--- src/rtl/countdown_timer_ctrl.sv ---
// Programmable countdown timer controller: sequences an Nbits down-counter through
// one-shot / periodic runs with pause, abort, expiry pulse and a saturating period count.
module countdown_timer_ctrl #(
    parameter int Nbits = 4,
    parameter int PW    = 4
) (
    input  logic             clk,
    input  logic             rst,
    input  logic             start,
    input  logic             stop,
    input  logic             pause,
    input  logic             tick_ena,
    input  logic             mode_periodic,
    input  logic [Nbits-1:0] load_val,
    input  logic             ack,
    output logic [Nbits-1:0] count,
    output logic             busy,
    output logic             expired,
    output logic             zero_err,
    output logic [PW-1:0]    periods,
    output logic [1:0]       state_o
);

    typedef enum logic [1:0] {
        IDLE   = 2'd0,
        RUN    = 2'd1,
        PAUSED = 2'd2,
        DONE   = 2'd3
    } state_t;

    state_t           state, state_nxt;
    logic [Nbits-1:0] count_nxt;
    logic [Nbits-1:0] reload, reload_nxt;
    logic             mode, mode_nxt;
    logic [PW-1:0]    periods_nxt;
    logic             expired_nxt;
    logic             zero_err_nxt;
    logic             busy_nxt;

    always_comb begin
        // NOTE: every variable gets a default before the case so no path can infer a latch.
        state_nxt    = state;
        count_nxt    = count;
        reload_nxt   = reload;
        mode_nxt     = mode;
        periods_nxt  = periods;
        expired_nxt  = 1'b0;
        zero_err_nxt = 1'b0;

        case (state)
            IDLE, DONE: begin
                // A start outranks ack in DONE, even when it is rejected for a zero load.
                if (start) begin
                    if (load_val == '0) begin
                        zero_err_nxt = 1'b1;
                    end else begin
                        count_nxt   = load_val;
                        reload_nxt  = load_val;
                        mode_nxt    = mode_periodic;
                        periods_nxt = '0;
                        state_nxt   = RUN;
                    end
                end else if (state == DONE && ack) begin
                    state_nxt = IDLE;
                end
            end

            RUN: begin
                if (stop) begin
                    count_nxt = '0;
                    state_nxt = IDLE;
                end else if (pause) begin
                    state_nxt = PAUSED;
                end else if (tick_ena) begin
                    if (count > 1) begin
                        count_nxt = count - 1'b1;
                    end else begin
                        // Zero is only ever reached here, so the counter never wraps.
                        expired_nxt = 1'b1;
                        if (periods != '1)
                            periods_nxt = periods + 1'b1;
                        if (mode) begin
                            count_nxt = reload;
                        end else begin
                            count_nxt = '0;
                            state_nxt = DONE;
                        end
                    end
                end
            end

            PAUSED: begin
                if (stop) begin
                    count_nxt = '0;
                    state_nxt = IDLE;
                end else if (!pause) begin
                    state_nxt = RUN;
                end
            end

            default: state_nxt = IDLE;
        endcase

        busy_nxt = (state_nxt == RUN) || (state_nxt == PAUSED);
    end

    always_ff @(posedge clk or negedge rst) begin
        if (!rst) begin
            state    <= IDLE;
            count    <= '0;
            reload   <= '0;
            mode     <= 1'b0;
            periods  <= '0;
            expired  <= 1'b0;
            zero_err <= 1'b0;
            busy     <= 1'b0;
        end else begin
            // NOTE: non-blocking assignments so all registers update from the same pre-edge values.
            state    <= state_nxt;
            count    <= count_nxt;
            reload   <= reload_nxt;
            mode     <= mode_nxt;
            periods  <= periods_nxt;
            expired  <= expired_nxt;
            zero_err <= zero_err_nxt;
            busy     <= busy_nxt;
        end
    end

    assign state_o = state;

endmodule

--- config.mk ---
export PLATFORM = sky130hd
export DESIGN_NAME = countdown_timer_ctrl
export DESIGN_NICKNAME = d
export VERILOG_FILES = /design/src/rtl/countdown_timer_ctrl.sv
export SDC_FILE = /design/constraint.sdc
export NUM_CORES = 1
export LEC_CHECK = 0
export ABC_AREA = 1
export BUFFER_PORTS_ARGS = -buffer_cell sky130_fd_sc_hd__clkbuf_2
export CORE_MARGIN = 2
export CORE_UTILIZATION = 40
export DETAILED_ROUTE_END_ITERATION = 8
export PLACE_DENSITY = 0.74
export RECOVER_POWER = 100
export SLEW_MARGIN = 20
export SYNTH_ARGS = -nofsm -noshare
export SYNTH_HDL_FRONTEND = slang
export SYNTH_SLANG_ARGS = --single-unit
export TNS_END_PERCENT = 1
--- constraint.sdc ---
create_clock -name clk -period 3.59 [get_ports clk]
set_clock_uncertainty 0.05 [all_clocks]
set_input_delay 0.5385 -clock clk [delete_from_list [all_inputs] [get_ports clk]]
set_output_delay 0.5385 -clock clk [all_outputs]
set_load 0.1 [all_outputs]
==> flow_summary.ini <==
[synth]
synth_warnings = 0
synth-simple-area-share = 0.289
synth_fa_ha_area_frac = 0.0667
synth_top_area_frac = 0.400
ys.flop_type = dfrtp_1
ys_ff_latch = 18
synth_seq_area_share = 0.400
async_flop_share = 1.00
ys_types = 25
synthXorXnorAreaFrac = 0.0156
synth-edff-count = 0
syn_area_sq_um = 1120
synth_cells = 143
synth_nets = 161
yosysMostFrequentCell = nand2_1
avgSynthCellArea_sq_um = 7.87
yosys.area.top_type = dfrtp_1
synth-compound-area-share = 0.148
synth_area_leaders = dfrtp_1 40%, nand2_1 11%, ha_1 6.7%
synth_top_family_by_area = simple AND/OR/NAND/NOR gates
synth_top_cells_by_count = 34 x nand2_1, 20 x inv_1, 18 x dfrtp_1
muxShareOfSynthArea = 0

[timing]
fmax_ghz = 0.440
grt_setup_unrepaired = no
slew_headroom = 0.222
period_needed_ps = 2270
slew_viol_final = 0
hold_viol_final = 0
finalCritPeriodShare = 0.633
setup_ws_ps = 1320
worst_pin_slew_ps = 1170
fin_tns_setup_ps = 0
setup_viol = 0

[final_layout]
final_layout_size_suffix_gt1_frac = 0.135
finalInstanceArea_sq_um = 1250
fillCellCount = 289
final_core_util = 0.462
n_antenna_cell = 0
nets = 189
syn_to_final_growth_pct = 11.3

[worst_hold_path]
hp-class = in2async

[die]
ios = 25
start_util = 0.415
die_y_um = 57.0
die_x_um = 57.0
die_area_sq_um = 3250
core-area_sq_um = 2710
row_count = 19

[placement]
place_area_sq_um = 1270
hpwl_um = 1900
portBuffers = 24
place_ws_ps = 1680
gp_congestion = 0.914

[setup_path]
cp.buffers_inverters = 1
crit_arrival_ps = 1680
crit_family = buffers and inverters
cp.required_ps = 3000
path_max_fanout = 5
critical_path_class = reg2out
cp-end-kind = primary output
rrSetupSlack_ps = 1490
max_stage_delay_ps = 890
slowest_stage = clkbuf_1
start_kind = register
path_cells = clkbuf_1

[routing]
wl_per_cell_um = 11.8
via_per_inst = 5.07
final_antenna_net_count = 0
vias = 1019
wl_um = 2380
drtPass1Iterations = 4
drc_errors = 0
drtIter0Drc = 31

[clocking]
numCtsBuffers = 3
insertion_delay_ps = 300
ctsResizeCount = 0
postCtsHoldBufs = 0
cts.root.buffer_cell = clkbuf_4
cts_tree = built
cts_sinks = 18
cts_max_path_buffers = 2
cts_setup_buffers = 0
clk_pin_slew_ps = 110
ctsHtreeMaxLevel = 1

[run_status]
outcome = finished clean

[grt]
grt_pass1_wl_um = 4090
overflow = 0
grt_max_degree = 19
antenna_found_initial = 0
grt_pass1_vias = 933
track_usage = 0.160

[flow_run]
max_cap_viol_count = 0
-- per-stage QoR --
stage	hold WS (ps)	cells
floorplan	193	143
global placement	422	197
detailed placement	427	197
CTS	124	201
global route	397	201
finish	296	201
-- path summary, 6_finish.rpt --
kind                               start          to  cells past startpoint
setup / recovery                count[2]    count[2]                      1
hold / removal                       rst   reload[1]                      1
setup reg to reg                count[0]  periods[1]                      9
min in group clk           mode_periodic        mode                      3
hold reg to reg                reload[2]   reload[2]                      2
max in group asynchronous            rst   reload[0]                      1
-- cells in the final DEF, fill, tap and decap left out --
cell type / instances
nor3_1: 1
o21ai_0: 9
a21oi_1: 10
xor2_1: 1
clkbuf_1: 14
nor2_4: 2
xnor2_1: 1
nor4_1: 1
nor2_1: 9
a31oi_1: 1
nand3_1: 10
ha_1: 6
nand4_1: 1
o21ai_1: 3
dfrtp_1: 18
inv_1: 21
nand2_2: 3
clkbuf_8: 1
nand3b_1: 1
o22ai_1: 2
nand2_1: 37
clkbuf_4: 3
clkbuf_2: 10
o211ai_1: 1
or2_2: 3
o21ai_2: 1
-- area by class of cell --
cell class | count | area, sq um | share of cell area
well taps | 31 | 38.8 | 0.0310
inverters | 21 | 78.8 | 0.0629
flip-flops and latches | 18 | 450 | 0.360
repair buffers | 24 | 103 | 0.0819
multi-input cells | 103 | 546 | 0.436
clock buffers | 4 | 36.3 | 0.0290
-- registers in the layout, indices dropped and copies added, names as in the netlist --
name and flops:
reload 4, zero_err 1, mode 1, state_o 2, periods 4, expired 1
busy 1, count 4
-- routing by layer --
metal	track usage	vias to the layer above	routed length, um	part of all wire
met1	0.217	456	1080	0.46
met3	0.0249	7	154	0.065
met4	0.0797	0	46	0.019
li1	-	512	-	-
met2	0.250	44	1090	0.46
met5	0	-	0	0
-- kinds of logic (layout without fill, tap and decap cells) --
| group | count (synthesis) | in the layout |
|---|---|---|
| AND/OR/NAND/NOR | 68 | 68 |
| AO/OA/AOI/OAI | 27 | 27 |
| buffers and inverters | 22 | 49 |
| flip-flops | 18 | 18 |
| adder cells (fa/ha/maj) | 6 | 6 |
| XOR/XNOR | 2 | 2 |
Power is left out: the tool's default activity adds up to more than one toggle a clock period on the data nets, which glitch-free logic cannot reach.
